File: src/rtl/bram_window_reader.sv
// Raster/window read controller for a read-only image BRAM with configurable read latency.
// Pixels leave on a valid/ready stream tagged with row/col/last through a credit-limited skid FIFO.
module bram_window_reader #(
    parameter int DATA_W   = 8,
    parameter int ADDR_W   = 18,
    parameter int IMG_ROWS = 360,
    parameter int IMG_COLS = 540,
    parameter int ROW_W    = 10,
    parameter int COL_W    = 10,
    parameter int RD_LAT   = 2
) (
    input  logic              clk,
    input  logic              rst,
    input  logic              start_i,
    input  logic              mode_i,
    input  logic [ROW_W-1:0]  win_row_i,
    input  logic [COL_W-1:0]  win_col_i,
    input  logic [ROW_W-1:0]  win_h_i,
    input  logic [COL_W-1:0]  win_w_i,
    output logic              busy_o,
    output logic              done_o,
    output logic              err_o,
    output logic              ena_o,
    output logic              wea_o,
    output logic [ADDR_W-1:0] addr_o,
    output logic [DATA_W-1:0] d2mem_o,
    input  logic [DATA_W-1:0] mem2d_i,
    output logic [DATA_W-1:0] data_o,
    output logic              valid_o,
    input  logic              ready_i,
    output logic [ROW_W-1:0]  row_o,
    output logic [COL_W-1:0]  col_o,
    output logic              last_o
);
    localparam int DEPTH = RD_LAT + 2;
    localparam int PTR_W = $clog2(DEPTH);
    localparam int CNT_W = $clog2(DEPTH + 1) + 1;

    localparam logic [2:0] S_IDLE  = 3'd0;
    localparam logic [2:0] S_SETUP = 3'd1;
    localparam logic [2:0] S_ADDR  = 3'd2;
    localparam logic [2:0] S_ISSUE = 3'd3;
    localparam logic [2:0] S_DRAIN = 3'd4;
    localparam logic [2:0] S_DONE  = 3'd5;

    localparam logic [ROW_W:0] ROW_LIM = IMG_ROWS;
    localparam logic [COL_W:0] COL_LIM = IMG_COLS;

    typedef struct packed {
        logic [ROW_W-1:0] row;
        logic [COL_W-1:0] col;
        logic             last;
    } tag_t;

    typedef struct packed {
        logic [DATA_W-1:0] data;
        tag_t              tag;
    } ent_t;

    logic [2:0]        state;
    logic              mode_r, err_r;
    logic [ROW_W-1:0]  row_r, h_r, r_off;
    logic [COL_W-1:0]  col_r, w_r, c_off;
    logic [ADDR_W-1:0] row_base, addr;
    logic [RD_LAT:1]   vld_pipe;
    tag_t              tag_pipe [RD_LAT:1];
    ent_t              mem [DEPTH];
    ent_t              head;
    tag_t              cur_tag;
    logic [PTR_W-1:0]  rd_ptr, wr_ptr;
    logic [CNT_W-1:0]  count, inflight;
    logic [ROW_W-1:0]  g_row, g_h;
    logic [COL_W-1:0]  g_col, g_w;
    logic              reject, issue, col_end, row_end, push, pop;

    function automatic logic [PTR_W-1:0] nxt(input logic [PTR_W-1:0] p);
        return (p == PTR_W'(DEPTH - 1)) ? '0 : p + PTR_W'(1);
    endfunction

    always_comb begin
        g_row  = mode_r ? win_row_i : '0;
        g_col  = mode_r ? win_col_i : '0;
        g_h    = mode_r ? win_h_i : ROW_W'(IMG_ROWS);
        g_w    = mode_r ? win_w_i : COL_W'(IMG_COLS);
        reject = (g_h == '0) || (g_w == '0) ||
                 (({1'b0, g_row} + {1'b0, g_h}) > ROW_LIM) ||
                 (({1'b0, g_col} + {1'b0, g_w}) > COL_LIM);
    end

    // Credits count reads still in the BRAM pipe plus FIFO entries, so a full
    // stall can never overflow the FIFO.
    always_comb begin
        inflight = '0;
        for (int k = 1; k <= RD_LAT; k++)
            inflight = inflight + CNT_W'(vld_pipe[k]);
    end

    assign issue   = (state == S_ISSUE) && ((inflight + count) < CNT_W'(DEPTH));
    assign col_end = (c_off == w_r - COL_W'(1));
    assign row_end = (r_off == h_r - ROW_W'(1));

    always_comb begin
        cur_tag.row  = row_r + r_off;
        cur_tag.col  = col_r + c_off;
        cur_tag.last = col_end && row_end;
    end

    assign head    = mem[rd_ptr];
    assign push    = vld_pipe[RD_LAT];
    assign valid_o = (count != '0);
    assign pop     = valid_o && ready_i;
    assign data_o  = valid_o ? head.data : '0;
    assign row_o   = valid_o ? head.tag.row : '0;
    assign col_o   = valid_o ? head.tag.col : '0;
    assign last_o  = valid_o ? head.tag.last : 1'b0;
    assign ena_o   = issue;
    assign wea_o   = 1'b0;
    assign d2mem_o = '0;
    assign addr_o  = addr;
    assign busy_o  = (state != S_IDLE) && (state != S_DONE);
    assign done_o  = (state == S_DONE);
    assign err_o   = done_o && err_r;

    always_ff @(posedge clk) begin
        if (rst) begin
            state    <= S_IDLE;
            mode_r   <= 1'b0;
            err_r    <= 1'b0;
            row_r    <= '0;
            col_r    <= '0;
            h_r      <= '0;
            w_r      <= '0;
            r_off    <= '0;
            c_off    <= '0;
            row_base <= '0;
            addr     <= '0;
            vld_pipe <= '0;
            rd_ptr   <= '0;
            wr_ptr   <= '0;
            count    <= '0;
        end else begin
            vld_pipe[1] <= issue;
            for (int k = 2; k <= RD_LAT; k++)
                vld_pipe[k] <= vld_pipe[k-1];
            if (push) wr_ptr <= nxt(wr_ptr);
            if (pop)  rd_ptr <= nxt(rd_ptr);
            count <= count + CNT_W'(push) - CNT_W'(pop);

            case (state)
                S_IDLE: if (start_i) begin
                    mode_r <= mode_i;
                    state  <= S_SETUP;
                end
                S_SETUP: begin
                    row_r <= g_row;
                    col_r <= g_col;
                    h_r   <= g_h;
                    w_r   <= g_w;
                    err_r <= reject;
                    state <= reject ? S_DONE : S_ADDR;
                end
                S_ADDR: begin
                    row_base <= ADDR_W'(row_r) * ADDR_W'(IMG_COLS) + ADDR_W'(col_r);
                    addr     <= ADDR_W'(row_r) * ADDR_W'(IMG_COLS) + ADDR_W'(col_r);
                    r_off    <= '0;
                    c_off    <= '0;
                    state    <= S_ISSUE;
                end
                S_ISSUE: if (issue) begin
                    if (col_end) begin
                        c_off <= '0;
                        if (row_end) begin
                            state <= S_DRAIN;
                        end else begin
                            row_base <= row_base + ADDR_W'(IMG_COLS);
                            addr     <= row_base + ADDR_W'(IMG_COLS);
                            r_off    <= r_off + ROW_W'(1);
                        end
                    end else begin
                        addr  <= addr + ADDR_W'(1);
                        c_off <= c_off + COL_W'(1);
                    end
                end
                S_DRAIN: if (pop && head.tag.last) state <= S_DONE;
                S_DONE: begin
                    err_r <= 1'b0;
                    state <= S_IDLE;
                end
                default: state <= S_IDLE;
            endcase
        end
    end

    // Storage carries no reset; valid bits and occupancy decide what is live.
    always_ff @(posedge clk) begin
        tag_pipe[1] <= cur_tag;
        for (int k = 2; k <= RD_LAT; k++)
            tag_pipe[k] <= tag_pipe[k-1];
        if (push) mem[wr_ptr] <= '{data: mem2d_i, tag: tag_pipe[RD_LAT]};
    end
endmodule

File: config.mk
export PLATFORM = sky130hd
export DESIGN_NAME = bram_window_reader
export DESIGN_NICKNAME = d
export VERILOG_FILES = /design/src/rtl/bram_window_reader.sv
export SDC_FILE = /design/constraint.sdc
export NUM_CORES = 1
export LEC_CHECK = 0
export CAP_MARGIN = 20
export CORE_MARGIN = 2
export CORE_UTILIZATION = 54
export DETAILED_ROUTE_END_ITERATION = 7
export PLACE_DENSITY = 0.77
export SYNTH_ARGS = -nofsm -noshare
export SYNTH_HDL_FRONTEND = slang
export SYNTH_SLANG_ARGS = --single-unit
File: constraint.sdc
create_clock -name clk -period 4.1 [get_ports clk]
set_clock_uncertainty 0.2 [all_clocks]
set_input_delay 0.82 -clock clk [delete_from_list [all_inputs] [get_ports clk]]
set_output_delay 0.82 -clock clk [all_outputs]
set_load 0.1 [all_outputs]
* After elaboration in Yosys (flattened, before gate mapping)
Memories as Yosys holds them, arrays and structs flattened. A register that Yosys moved wholly into a read port is not among the register bits.
Index checks and enable logic that the tools add are counted.
** Operators by class
- Add/sub/neg operators :: 17
- Multiply operators :: 1
- Div/mod/pow operators :: 0
- Magnitude comparators :: 3
- Equality and inequality tests :: 17
- Shifts and indexed selects :: 0
- Mux-type cells :: 36
- Bitwise operators :: 0
- Reduce and logical (&&, ||, !) cells :: 21
** Operators by type and width (number)
- $mux W10 :: 11
- $mux W18 :: 5
- $pmux W18 S2 :: 2
- $pmux W10 S2 :: 2
- $add A10 B10 Y11 :: 2
- $add A10 B1 Y10 const B :: 2
- $add A10 B10 Y10 :: 2
- $eq A10 B10 Y1 :: 2
- $logic_not A10 Y1 :: 2
- $sub A10 B1 Y10 const B :: 2
- $add A18 B1 Y18 const B :: 1
- $add A18 B10 Y18 :: 1
- $add A18 B10 Y18 const B :: 1
- $mux W3 :: 6
- $mul A10 B8 Y16 const B :: 1
- $pmux W3 S5 :: 1
- $ne A2 B2 Y1 const B :: 6
- $gt A11 B10 Y1 const B :: 1
- $gt A11 B9 Y1 const B :: 1
- $mux W2 :: 4
- $mux W8 :: 1
- $eq A3 B2 Y1 const B :: 2
- $eq A3 B3 Y1 const B :: 2
- $logic_and A1 B1 Y1 :: 6
- other kinds (20) :: 29
** Storage, ports and cells
- Flip-flop bits (word level) :: 111
- Bits in latches :: 0
- Memory bits (writable) :: 158
- Bits in read-only memories :: 0
- Input port bits :: 53
- Output and inout port bits :: 61
- Word-level logic and storage cells :: 112
- Memories kept :: 2
** Memory list
- mem :: words 4, width 29, read ports 1, clocked after Yosys merged registers in 1, write ports 1, line 67 : ent_t mem [DEPTH];
- tag_pipe :: words 2, width 21, read ports 2, clocked after Yosys merged registers in 0, write ports 2, line 66 : tag_t tag_pipe [RD_LAT:1];

* Logic depth before layout (Yosys ltp)
- Depth after elaboration :: 7
- Mapped depth :: 19
- Depth with buffers taken out :: 19

* Worst setup path before layout
OpenSTA, ideal clock, no wires.
- Path kind :: register to register
- Start point :: register row_r[3]
- End point :: register addr[16] (netlist: addr_o[16])
- Setup time :: 75 ps
- Arrival :: 4134 ps
- Data required time :: 3825 ps
- Path slack :: -309 ps
- Cell stages (with the launch flop) :: 20
- Path buffers :: 0
- Period minus slack after synthesis :: 4409 ps
- Cells stage by stage :: dfxtp_1 -> ha_1 -> ha_1 -> inv_1 -> fa_1 -> inv_1 -> ha_1 -> inv_1 -> fa_1 -> and2b_1 -> o31a_1 -> a21oi_1 -> ha_1 -> o21ai_0 -> nand2b_1 -> o211a_1 -> o311ai_0 -> or4_1 -> a21o_1 -> a31oi_1
** On the way
- Word-level cells in the longest chain between the ends :: 3
** Ends and longest elaborated chain
- start: declaration :: line 62 : logic [ROW_W-1:0] row_r, h_r, r_off;
- start signal: assignment :: line 155 : row_r <= g_row;
- $mul A10 B8 Y16 :: line 164 : addr <= ADDR_W'(row_r) * ADDR_W'(IMG_COLS) + ADDR_W'(col_r);
- $add A18 B10 Y18 :: line 164
- $pmux W18 S2 :: line 149 : case (state)
- end signal: assignment :: line 164
- end signal: assignment :: line 176 : addr <= row_base + ADDR_W'(IMG_COLS);
- end signal: assignment :: line 180 : addr <= addr + ADDR_W'(1);
- end: declaration :: line 64 : logic [ADDR_W-1:0] row_base, addr;
No other way between the ends.
A chain may end at the register's enable or synchronous reset.

* Worst setup path after layout
- Start point :: register row_r[3]
- End point :: register row_base[12]
** On the way
- Word-level cells in the longest chain between the ends :: 3
** Ends and longest elaborated chain
- $mul A10 B8 Y16 :: line 163 : row_base <= ADDR_W'(row_r) * ADDR_W'(IMG_COLS) + ADDR_W'(col_r);
- $add A18 B10 Y18 :: line 163
- $pmux W18 S2 :: line 149
- end signal: assignment :: line 163
- end signal: assignment :: line 175 : row_base <= row_base + ADDR_W'(IMG_COLS);
- end: declaration :: line 64
No other way between the ends.

==> results.rst <==
.. list-table::
   :header-rows: 1

   * - Metric
     - Value
   * - Status
     - complete, but fails checks
   * - Violations in the final reports
     - setup timing
   * - Final design area excluding fillers
     - 18,340 µm²
   * - Cell at the root of the clock tree
     - clkbuf_16
   * - Worst Setup Path Type
     - flip-flop to flip-flop
   * - Antenna violations before repair
     - 1
   * - Number of pins with negative max-slew slack in the final report
     - 0
   * - Grt ovf
     - 0
   * - All-layer global routing usage
     - 0.2322
   * - Max VDD drop
     - 0.0003319 V
   * - Average via count per standard cell
     - 5.681
   * - Post-synth top flop
     - dfxtp_1
   * - Number of warning messages in the yosys log
     - 0
   * - Headroom to the max-slew limit
     - 0.2986
   * - Maximum number of pins on one net before global-route repair
     - 77
   * - Proportion of layout cells with a drive suffix above 1
     - 0.1749
   * - Clock tree from TritonCTS
     - built
   * - Placement-stage worst setup slack
     - -0.2389 ns
   * - Category of the worst setup path launch point
     - flip-flop
   * - Drt drc
     - 0
   * - Post-synthesis cell count
     - 1,527
   * - Compound-cell area share of the yosys netlist
     - 0.1292
   * - Number of flops mapped to enable cells by yosys
     - between 100 and 150
   * - Die Y
     - ~170 µm
   * - Total Power
     - 10.23 mW
   * - Reg-to-reg critical path startpoint
     - row_r[3]
   * - Final critical-path required period
     - 4.331 ns
   * - Flip-flop and latch count after synthesis
     - about 270
   * - Sum of negative setup slack
     - -2.347 ns
   * - CTS Buffer Depth
     - 3
   * - Number of global-route vias before repair
     - roughly 11,000
   * - Clk Latency, worst-skew pair
     - about 0.53 ns
   * - Placeable core region
     - 27,860 µm²
   * - Max Clk Rate
     - about 0.23 GHz
   * - Post-synthesis share of cell area spent on full adders, half adders and majority gates
     - 0.1060
   * - Post-layout util
     - 0.6584
   * - Cells taking the most area after synthesis
     - edfxtp_1, dfxtp_1, ha_1
   * - Synth-to-layout area growth
     - 19.71%
   * - Wire length of the first global-routing pass
     - 55,570 µm
   * - Worst Path Max Fanout
     - 4
   * - Dpl cells
     - about 2,000
   * - Fraction of the mapped netlist area in simple logic gates
     - 0.1664
   * - Final setup margin
     - -0.2310 ns
   * - Final-layout fill cell count
     - 2,119
   * - Sequential area share after synthesis
     - 0.4299
   * - Arrival time at the worst endpoint
     - 4.57 ns
   * - Total routed wirelength
     - 35,310 µm
   * - Share of Yosys cell area claimed by the top area cell type
     - 0.2274
   * - Data required time of the critical path
     - 4.34 ns
   * - Library cell occupying the most area in the post-synthesis netlist
     - edfxtp_1
   * - Hold violation total from the final report
     - 0
   * - Hold WC Path Type
     - flip-flop to flip-flop
   * - R2r setup slk
     - -0.23 ns
   * - Destination of the critical timing path
     - row_base[12]
   * - Clock buffers created by TritonCTS
     - 27
   * - P per Cell Area
     - 557.8 nW/µm²
   * - Placed Instance Area
     - 17,020 µm²
   * - Clock slew at the register clock pins of the worst setup and hold paths
     - 0.07 ns
   * - Number of sinks driven by the clock tree
     - 271
   * - Number of max-cap violations
     - 0
   * - Hold Worst Slack
     - 0.1267 ns
   * - Standby leakage power
     - 7.227 nW
   * - Launch point of the critical path
     - row_r[3]
   * - Initial Utilization
     - 0.5500
   * - Count of boundary I/O pins
     - approximately 110
   * - Global placer's final weighted congestion
     - 0.9059
   * - Count of routing violations after the opening detailed-route iteration
     - ~860
   * - Most common cell after layout, fill and taps aside
     - dfxtp_1
   * - Number of distinct standard cells referenced by the synthesized netlist
     - between 80 and 90
   * - Syn_area_per_cell
     - 10.03 µm²
   * - H-Tree Depth
     - 1
   * - Via count of the routed design
     - 11,800
   * - Worst reg2reg path depth
     - 18
   * - Fraction of synthesized cell area in xor and xnor cells
     - 0.06403
   * - Die span in x
     - approximately 170 µm
   * - Transition at the pin with the smallest max-transition slack
     - 1.049 ns
   * - DR WL/cell
     - 17.00 µm
   * - Crit end category
     - flip-flop
   * - Setup repair after global routing missed its margin
     - yes
   * - Drt pass-1 iters
     - 7
   * - Mux contribution to synthesized area
     - 0.05447
   * - Area of the mapped netlist
     - 15,320 µm²
   * - Largest family of logic cells by synthesized area
     - simple AND/OR/NAND/NOR gates
   * - Number of port buffers
     - 104
   * - Most frequent cells in the layout
     - dfxtp_1, nand2_1, edfxtp_1
   * - Antenna-violating nets left
     - 0
   * - Count of placed standard cells in the final layout, fillers left out
     - about 2,100
   * - Asr flop ratio synth
     - 0
   * - Ratio of final minimum period to clock period
     - 1.056
   * - Final HPWL from detailed placement
     - 25,400 µm
   * - Nets
     - 1,850
   * - Area enclosed by the die boundary
     - 29,740 µm²
   * - Number of rows in the core area
     - 61
   * - Setup Viol. Count Final
     - 15
   * - End of the worst register-to-register path
     - row_base[12]
-- layout make-up --
type                       count  area (µm²)  area share
clock buffer                  36       792.0     0.04318
clock inverter                13       86.33    0.004707
antenna                        1       2.502   0.0001364
multi-input combinational   1084        8386      0.4572
sequential                   271        6606      0.3602
timing repair buffer         187        1594     0.08691
inverter                     107       401.6     0.02190
tap                          378       473.0     0.02579
-- metal layers --
layer / vias to the layer above / global-route usage / share of wire
met4: 0 / 0.05298 / 0.018
met3: 50 / 0.03136 / 0.055
met1: 5671 / 0.3069 / 0.44
met5: - / 0 / 0
met2: 343 / 0.4056 / 0.49
li1: 5735 / - / -
-- registers in the layout, indices dropped and copies added, names as in the netlist, 3 cells and up, named ones only --
register  cells
mem         116
tag_pipe     42
addr_o       18
row_base     18
c_off        10
col_r        10
h_r          10
r_off        10
row_r        10
w_r          10
count         4
state         3
-- cells by family after synthesis --
logic type / after synthesis
xor gates and xnor gates: 112
buffers and inverters: 180
other: 1
AOI/OAI and AO/OA: 296
adders and majority gates: 119
DFF: 271
and+or+nand+nor: 501
muxes: 47
-- worst min path at each step --
stage / start / endpoint / slack (ns) / cells after the start
2_1_floorplan: tag_pipe[1][0] / tag_pipe[2][0] / 0.11 / 0
3_3_place_gp: tag_pipe[1][7] / tag_pipe[2][7] / 0.11 / 0
3_5_place_dp: tag_pipe[1][9] / tag_pipe[2][9] / 0.11 / 0
4_1_cts: tag_pipe[1][9] / tag_pipe[2][9] / 0.13 / 0
5_1_grt: tag_pipe[1][17] / tag_pipe[2][17] / 0.13 / 0
6_report: tag_pipe[1][9] / tag_pipe[2][9] / 0.13 / 0
-- critical path: stages, from the launching register on --
cell	delay [ns]
dfxtp_4	0.37
ha_4	0.25
ha_4	0.25
inv_2	0.03
fa_1	0.42
inv_1	0.07
ha_2	0.17
inv_2	0.04
fa_2	0.34
and2b_2	0.24
o31a_1	0.18
a21oi_2	0.06
ha_4	0.16
or4_4	0.50
o211a_1	0.28
nor2b_1	0.16
xnor2_1	0.16
nand2_1	0.11
a311oi_2	0.25
-- cell usage after synthesis (7+ instances only) --
cell / instances
a211oi_1: 16
a21o_1: 12
a21oi_1: 92
a22o_1: 7
a31oi_1: 26
and2_1: 68
and3_1: 15
buf_1: 7
buf_4: 11
clkbuf_1: 43
dfxtp_1: 155
edfxtp_1: 116
fa_1: 18
ha_1: 101
inv_1: 106
mux2i_1: 17
mux4_2: 29
nand2_1: 142
nand2b_1: 17
nand3_1: 35
nand4_1: 12
nor2_1: 101
nor2b_1: 13
nor3_1: 40
nor4_1: 9
o21a_1: 7
o21ai_0: 51
o31ai_1: 11
or3_1: 9
xnor2_1: 63
xor2_1: 49
-- timing repair --
action,4_1_cts,5_1_grt
resized for setup,19,53
pin swaps,18,36
setup buffers,6,6
endpoints found under the setup margin,16,19
hold buffers,0,0
-- power breakdown --
part | total [mW] | internal, mW | switching [mW]
clock network | 2.40 | 1.37 | 1.04
registers | 3.30 | 3.02 | 0.284
logic | 4.53 | 1.38 | 3.14
total | 10.2 | 5.77 | 4.46
(Power assumes the default switching activity.)
